==> src/rtl/mem_access_controller.sv <==
// rtl/mem_access_controller.sv - load/store sequencer between execute stage and a variable-latency data memory
module mem_access_controller #(
  parameter int TIMEOUT_CYCLES = 16
) (
  input  logic        i_clk,
  input  logic        i_rst_n,
  input  logic        i_req,
  input  logic [5:0]  i_opcode,
  input  logic [31:0] i_address,
  input  logic [31:0] i_wdata,
  output logic        o_busy,
  output logic        o_done,
  output logic [31:0] o_rdata,
  output logic        o_misaligned,
  output logic        o_timeout,
  output logic        o_mem_req,
  output logic        o_mem_we,
  output logic [31:0] o_mem_addr,
  output logic [3:0]  o_mem_be,
  output logic [31:0] o_mem_wdata,
  input  logic        i_mem_ack,
  input  logic [31:0] i_mem_rdata
);

  localparam int CW = (TIMEOUT_CYCLES > 1) ? $clog2(TIMEOUT_CYCLES) : 1;
  localparam logic [CW-1:0] CNT_LAST = CW'(TIMEOUT_CYCLES - 1);

  localparam logic [5:0] OP_LB  = 6'b100000;
  localparam logic [5:0] OP_LH  = 6'b100001;
  localparam logic [5:0] OP_LW  = 6'b100011;
  localparam logic [5:0] OP_LBU = 6'b100100;
  localparam logic [5:0] OP_LHU = 6'b100101;
  localparam logic [5:0] OP_SB  = 6'b101000;
  localparam logic [5:0] OP_SH  = 6'b101001;
  localparam logic [5:0] OP_SW  = 6'b101011;

  typedef enum logic [1:0] {S_IDLE, S_REQ, S_DONE, S_ERR} state_t;

  state_t      state;
  logic [5:0]  op_q;
  logic [1:0]  addr_lo_q;
  logic [CW-1:0] cnt;

  logic        op_valid;
  logic        is_store;
  logic [1:0]  acc_size;
  logic        misaligned;
  logic [3:0]  be_n;
  logic [31:0] wdata_n;
  logic [7:0]  byte_v;
  logic [15:0] half_v;
  logic [31:0] load_data;

  // Decode of the incoming request; acc_size 0=byte, 1=half, 2=word.
  always_comb begin
    op_valid = 1'b1;
    acc_size = 2'd0;
    case (i_opcode)
      OP_LB, OP_LBU, OP_SB: acc_size = 2'd0;
      OP_LH, OP_LHU, OP_SH: acc_size = 2'd1;
      OP_LW, OP_SW:         acc_size = 2'd2;
      default:              op_valid = 1'b0;
    endcase
    is_store   = i_opcode[3];
    misaligned = ((acc_size == 2'd1) && i_address[0]) ||
                 ((acc_size == 2'd2) && (i_address[1:0] != 2'b00));
    be_n    = 4'b0000;
    wdata_n = 32'd0;
    if (is_store) begin
      case (acc_size)
        2'd0: begin
          be_n    = 4'b0001 << i_address[1:0];
          wdata_n = {4{i_wdata[7:0]}};
        end
        2'd1: begin
          be_n    = i_address[1] ? 4'b1100 : 4'b0011;
          wdata_n = {2{i_wdata[15:0]}};
        end
        default: begin
          be_n    = 4'b1111;
          wdata_n = i_wdata;
        end
      endcase
    end
  end

  // Lane selection and extension of the returned read word.
  always_comb begin
    case (addr_lo_q)
      2'd0:    byte_v = i_mem_rdata[7:0];
      2'd1:    byte_v = i_mem_rdata[15:8];
      2'd2:    byte_v = i_mem_rdata[23:16];
      default: byte_v = i_mem_rdata[31:24];
    endcase
    half_v = addr_lo_q[1] ? i_mem_rdata[31:16] : i_mem_rdata[15:0];
    case (op_q)
      OP_LB:   load_data = {{24{byte_v[7]}}, byte_v};
      OP_LBU:  load_data = {24'd0, byte_v};
      OP_LH:   load_data = {{16{half_v[15]}}, half_v};
      OP_LHU:  load_data = {16'd0, half_v};
      default: load_data = i_mem_rdata;
    endcase
  end

  always_ff @(posedge i_clk or negedge i_rst_n) begin
    if (!i_rst_n) begin
      state        <= S_IDLE;
      op_q         <= 6'd0;
      addr_lo_q    <= 2'd0;
      cnt          <= '0;
      o_busy       <= 1'b0;
      o_done       <= 1'b0;
      o_rdata      <= 32'd0;
      o_misaligned <= 1'b0;
      o_timeout    <= 1'b0;
      o_mem_req    <= 1'b0;
      o_mem_we     <= 1'b0;
      o_mem_addr   <= 32'd0;
      o_mem_be     <= 4'd0;
      o_mem_wdata  <= 32'd0;
    end else begin
      case (state)
        S_IDLE: begin
          if (i_req && op_valid) begin
            op_q      <= i_opcode;
            addr_lo_q <= i_address[1:0];
            o_busy    <= 1'b1;
            if (misaligned) begin
              state        <= S_ERR;
              o_done       <= 1'b1;
              o_misaligned <= 1'b1;
            end else begin
              state       <= S_REQ;
              cnt         <= '0;
              o_mem_req   <= 1'b1;
              o_mem_we    <= is_store;
              o_mem_addr  <= {i_address[31:2], 2'b00};
              o_mem_be    <= be_n;
              o_mem_wdata <= wdata_n;
            end
          end
        end
        S_REQ: begin
          // Ack takes priority over a timeout landing on the same cycle.
          if (i_mem_ack || (cnt == CNT_LAST)) begin
            o_done      <= 1'b1;
            o_mem_req   <= 1'b0;
            o_mem_we    <= 1'b0;
            o_mem_addr  <= 32'd0;
            o_mem_be    <= 4'd0;
            o_mem_wdata <= 32'd0;
            if (i_mem_ack) begin
              state <= S_DONE;
              if (!op_q[3]) o_rdata <= load_data;
            end else begin
              state     <= S_ERR;
              o_timeout <= 1'b1;
            end
          end else begin
            cnt <= cnt + 1'b1;
          end
        end
        S_DONE, S_ERR: begin
          state        <= S_IDLE;
          o_done       <= 1'b0;
          o_misaligned <= 1'b0;
          o_timeout    <= 1'b0;
          o_busy       <= 1'b0;
        end
        default: state <= S_IDLE;
      endcase
    end
  end

endmodule

==> config.mk <==
export PLATFORM = sky130hd
export DESIGN_NAME = mem_access_controller
export DESIGN_NICKNAME = d
export VERILOG_FILES = /design/src/rtl/mem_access_controller.sv
export SDC_FILE = /design/constraint.sdc
export NUM_CORES = 1
export LEC_CHECK = 0
export ABC_AREA = 1
export CELL_PAD_IN_SITES_DETAIL_PLACEMENT = 0
export CELL_PAD_IN_SITES_GLOBAL_PLACEMENT = 2
export CORE_UTILIZATION = 30
export CTS_CLUSTER_DIAMETER = 80
export CTS_CLUSTER_SIZE = 30
export DETAILED_ROUTE_END_ITERATION = 10
export DONT_BUFFER_PORTS = 1
export PLACE_DENSITY_LB_ADDON = 0.2
export SLEW_MARGIN = 20
export SYNTH_ARGS = -nofsm -noshare
export SYNTH_HDL_FRONTEND = slang
export SYNTH_SLANG_ARGS = --single-unit
==> constraint.sdc <==
create_clock -name i_clk -period 2.1 [get_ports i_clk]
set_input_delay 0.21 -clock i_clk [delete_from_list [all_inputs] [get_ports i_clk]]
set_output_delay 0.21 -clock i_clk [all_outputs]
set_load 0.05 [all_outputs]
Yosys cells after proc, flatten, opt, wreduce, memory -nomap -nowiden:

Cells that the tools add are included.

* input bits: 106
* word-level logic and storage cells: 115
* flip-flop bits (word level): 120

* reduce and logical (&&, ||, !) cells: 25
* bitwise logic cells: 1
* equal/unequal tests: 26
* shifts and indexed selects: 1
* add/sub/neg operators: 1
* multiplexer cells: 47

Operator list (count)
* 32-bit 2-to-1 mux: 6
* 32-bit case mux with 2 select lines: 3
* 32-bit case mux with 4 select lines: 1
* 6-bit equality test (second input constant): 12
* 4-bit 2-to-1 mux: 8
* 4-bit case mux with 2 select lines: 3
* 8-bit case mux with 3 select lines: 1
* 16-bit 2-to-1 mux: 1
* 1-bit 2-to-1 mux: 13
* 2-bit inequality test (second input constant): 6
* 4-bit AND reduction: 3
* 1-bit case mux with 2 select lines: 5
* 3-bit AND reduction: 3
* 2-bit equality test (second input constant): 4
* 2-bit nonzero test: 4
* 8-bit OR reduction: 1
* 2-bit by 1-bit equality test with 1-bit output (second input constant): 3
* 2-bit logical NOT: 3
* 2-bit 2-to-1 mux: 3
* 2-bit case mux with 3 select lines: 1
* 2-bit AND reduction: 3
* 4-bit by 1-bit adder with 4-bit output (second input constant): 1
* 4-bit equality test (second input constant): 1
* 2-bit case mux with 2 select lines: 1
* 7 further kinds: 11

Logic depth before layout (Yosys ltp):

* depth after elaboration: 9
* gate-level depth with buffers: 11

Worst setup path after synthesis:

OpenSTA, ideal clock, no wires.

* path kind: reg2reg
* from: reg cnt[0]
* to: reg o_mem_req
* cell stages (with the launch flop): 10
* path slack: 0.631 ns
* arrival time: 1.337 ns
* required time: 1.968 ns
* library setup time: 0.132 ns
* period minus slack after synthesis: 1.469 ns
* path buffers: 2
* path through: dfrtp_1 ha_1 nand3_1 nand3_2 nand2_1 inv_1 nand3_2 buf_8 buf_4 o21ai_1

* word-level cells in the longest chain between the ends: 4

RTL lines
* from (decl): RTL line 42 `logic [CW-1:0] cnt;`
* from (signal assigned): RTL line 160 `cnt <= cnt + 1'b1;`
* 4-bit equality test: RTL line 145 `if (i_mem_ack || (cnt == CNT_LAST)) begin`
* 1-bit logical OR: RTL line 145
* 2-bit inequality test (no line)
* 4-bit AND reduction (no line)
* to (signal assigned): RTL line 116 `o_mem_req <= 1'b0;`
* to (signal assigned): RTL line 135 `o_mem_req <= 1'b1;`
* to (signal assigned): RTL line 147 `o_mem_req <= 1'b0;`
* to (decl): RTL line 16 `output logic o_mem_req,`

No other way between the ends.
A chain may end at the register's enable or synchronous reset.

Worst setup path in the final report:

* from: reg state[1]
* to: reg o_mem_wdata[4]

* word-level cells in the longest chain between the ends: 3
* elaborated cells between the ends (all ways): 8

RTL lines
* from (decl): RTL line 39 `state_t state;`
* from (signal assigned): RTL line 107 `state <= S_IDLE;`
* from (signal assigned): RTL line 129 `state <= S_ERR;`
* from (signal assigned): RTL line 133 `state <= S_REQ;`
* 2-bit by 1-bit equality test with 1-bit output or 2-bit logical NOT (tied branches): RTL line 122 `case (state)`
* 2-bit inequality test (no line) or 2-bit nonzero test (tied branches)
* 4-bit AND reduction (no line)
* to (signal assigned): RTL line 139 `o_mem_wdata <= wdata_n;`
* to (decl): RTL line 20 `output logic [31:0] o_mem_wdata,`

Several ways; a longest one is shown, not always the timed one.

==> impl_metrics.toml <==
[die]
die_x_um = 145
initial_utilization_pct = 31.0
core_area_um2 = 19800
io_pins = 212
fp-row-count = 51
die_h_um = 145
die_area_um2 = 21000

[sta]
max-slew-margin-rel_pct = 53.2
maxSlewViolCount = 0
max_freq_mhz = 506
tightestPinTransition_ns = 0.702
hold_ws_ns = -0.512
finalWorstPathRequiredPeriod_ns = 1.98
finalSetupTns_ns = 0
final.setup.worst_slack_ns = 0.125
skew_ns = 0.00991
rsz0062_at_grt = "no"
hold_viol = 118
min_period_over_period_pct = 94.1
setup_viol = 0

[yosys]
synth_fa_ha_area_share_pct = 0.204
synth_area_per_cell_um2 = 7.51
synthSimpleGateAreaFrac_pct = 27.6
yosysSeqAreaShare_pct = 48.1
yosys.cell_types.count = 32
ys_warn_count = 0
synthMuxAreaShare_pct = 0
synth_top_family_by_area = "simple AND/OR/NAND/NOR gates"
synth_seq_cells = 118
synthXorXnorAreaFrac_pct = 0.143
synth_area_um2 = 6140
synth_compound_area_share_pct = 14.6
synthCells = 817

[setup_path]
cp_max_fo = 52
worstPathArrival_ns = 2.32
r2r_end = "o_mem_wdata[4]"
crit_path_end_kind = "flop"
max_stage_delay_ns = 0.59
worstPathCellList = "inv_2 > nand2_2 > buf_4 > nand3_1 > dlygate4sd3_1 > o21ai_1"
r2r_start = "state[1]"
cp-start-kind = "flop"
crit_type = "reg -> reg"
required_ns = 2.44
crit_slowest_cell = "dlygate4sd3_1"
reg2regPathDepth = 6
r2r_slack_ns = 0.12

[power]
switching_share_pct = 50.8
clock_power_share_pct = 27.0
ir_worst_vdd_mv = 0.500
p_switching_uw = 5710
internal-power_uw = 5540
power_leakage_uw = 0.00373
power_density_nw_per_um2 = 1500
p_comb_share_pct = 15.4
seqPwrFrac_pct = 57.6

[global_route]
grt_use_total_pct = 18.8
grt_pass1_wl_mm = 31.0
grt_max_degree = 119
gr-total-overflow = 0
antenna_found_initial = 0
grt_pass1_vias = 5656

[finish]
area_delta_synth_final_pct = 22.1
fillers = 2110
postLayoutCoreUtil_pct = 37.9
drive_gt1_share_pct = 8.15
antennaDiodeCount = 0
fin_nets = 965

[cts]
postCtsSetupRepairBufs = 0
cts_sinks = 118
cts_root_buf = "clkbuf_16"
clock_path_buffers = 2
htreeDepth = 4
clk_latency_ns = 0.42
cts_tree = "done"
hold_buffers = 49
clk_pin_slew_ns = 0.06
numCtsBuffers = 17

[placement]
place.gp.congestion = 0.801
pre_cts_ws_ns = 0.187
hpwl_mm = 13.3
port-buffer-count = 0

[drt]
wl_per_cell_um = 17.2
ant_nets = 0
firstDrtPassIters = 5
wl_mm = 19.5
vias = 5589
drt-initial-drc-count = 279
drc = 0
viasPerCell = 4.92

[job]
maxCapViolations = 0

[hold_path]
hold_class = "in -> async"

[status]
status = "complete, but fails checks"
violations = "hold timing"
==> worst max path at each step <==
stage	endpoint	slack, ns	from
final	o_mem_wdata[4]	0.12	state[1]
after global routing	o_mem_wdata[4]	0.005	state[1]
after CTS	o_mem_wdata[5]	0.11	state[1]
after detailed placement	o_rdata[30]	0.19	addr_lo_q[1]
after global placement	o_rdata[19]	0.31	addr_lo_q[1]
after floorplan	o_mem_req	0.63	cnt[0]
==> logic make-up (layout without fill, tap and decap cells) <==
logic type	count (synthesis)	after routing
AO/OA/AOI/OAI	167	167
XOR/XNOR	1	1
adder cells (fa/ha/maj)	1	1
buffers and inverters	124	177
flip-flops	118	118
other	1	2
AND/OR/NAND/NOR	405	405
==> state kept, by name (all words and copies together), names as in the netlist <==
name / count
state: 2
o_rdata: 32
o_mem_be: 4
cnt: 4
o_mem_wdata: 32
o_done: 1
o_timeout: 1
o_mem_we: 1
o_busy: 1
o_mem_addr: 30
op_q: 6
o_mem_req: 1
addr_lo_q: 2
o_misaligned: 1
==> cells in the mapped netlist <==
master	instances	area, um2
a211oi_1	7	52.6
a21oi_1	18	90.1
a31oi_1	1	6.26
buf_2	2	10.0
buf_4	9	67.6
buf_6	8	90.1
buf_8	1	15.0
clkbuf_1	25	93.8
clkinv_1	1	3.75
conb_1	1	3.75
dfrtp_1	118	2950
ha_1	1	12.5
inv_1	75	282
inv_2	3	11.3
nand2_1	294	1100
nand2_2	4	25.0
nand3_1	43	215
nand3_2	3	30.0
nand3b_1	8	60.1
nand4_1	10	62.6
nor2_1	34	128
nor2_2	2	12.5
nor2_4	2	22.5
nor3_1	1	5.00
nor3_2	1	10.0
o211ai_1	1	7.51
o21ai_0	56	280
o21ai_1	60	300
o21bai_1	7	52.6
o22ai_1	17	106
or2_2	3	18.8
xor2_1	1	8.76
==> per-layer routing <==
| metal | share of wire, % | GRT usage [%] | vias to the layer above |
|---|---|---|---|
| li1 | - | - | 2716 |
| met2 | 44 | 28.5 | 211 |
| met3 | 8.8 | 6.95 | 27 |
| met4 | 1.9 | 7.42 | 0 |
| met1 | 45 | 24.1 | 2635 |
| met5 | 0 | 0 | - |
==> power groups by stage <==
stage               sequential (uW)  combinational (uW)  clock [uW]
floorplan                      6250                1340           0
finish                         6470                1730        3040
global placement               6520                1600           0
detailed placement             6540                1650           0
global route                   6570                2020        3240
CTS                            6490                1750        3120
==> area by class of cell <==
cell class	instances	area, um2	area share, %
Clock buffer	17	425	5.68
Timing Repair Buffer	66	666	8.88
Clock inverter	15	181	2.42
Multi-Input combinational cell	576	2640	35.2
Tap cell	265	332	4.42
Inverter	79	300	4.01
Sequential cell	118	2950	39.4
==> worst max-delay path, delay by kind of cell (launching register included) <==
kind / cells / cell delay [ns]
buffers and inverters: 3 / 1.14
DFF: 1 / 0.39
and+or+nand+nor: 2 / 0.24
AOI/OAI and AO/OA: 1 / 0.12
==> repair_timing <==
action	CTS	global route
endpoints found under the hold margin	185	118
resized for setup	0	2
setup endpoints to repair	0	16
==> layout by cell type (no fill, tap or decap), drive strengths merged, types with 2 or more instances in the layout <==
cell	synthesis	layout
nor3	2	2
a211oi	7	7
a21oi	18	18
nand4	10	10
or2	3	3
o22ai	17	17
conb	1	2
bufinv	0	2
dlygate4sd3	0	48
o21ai	116	116
clkinvlp	0	3
buf	20	18
o21bai	7	7
inv	78	89
nand2	298	298
nor2	38	38
nand3b	8	8
nand3	46	46
dfrtp	118	118
clkbuf	25	17
==> metrics by stage <==
stage          total power [uW]  instance area (um2)  instances  hold slack [ns]
6_report                  11200                 7490       1136           -0.512
5_1_grt                   11800                 7490       1136           -0.540
4_1_cts                   11400                 7490       1136           -0.538
3_5_place_dp               8190                 6380       1055          -0.0827
3_3_place_gp               8120                 6380       1055          -0.0827
2_1_floorplan              7600                 6140        818          -0.0856
No activity file was read; power rests on OpenSTA's default activity.
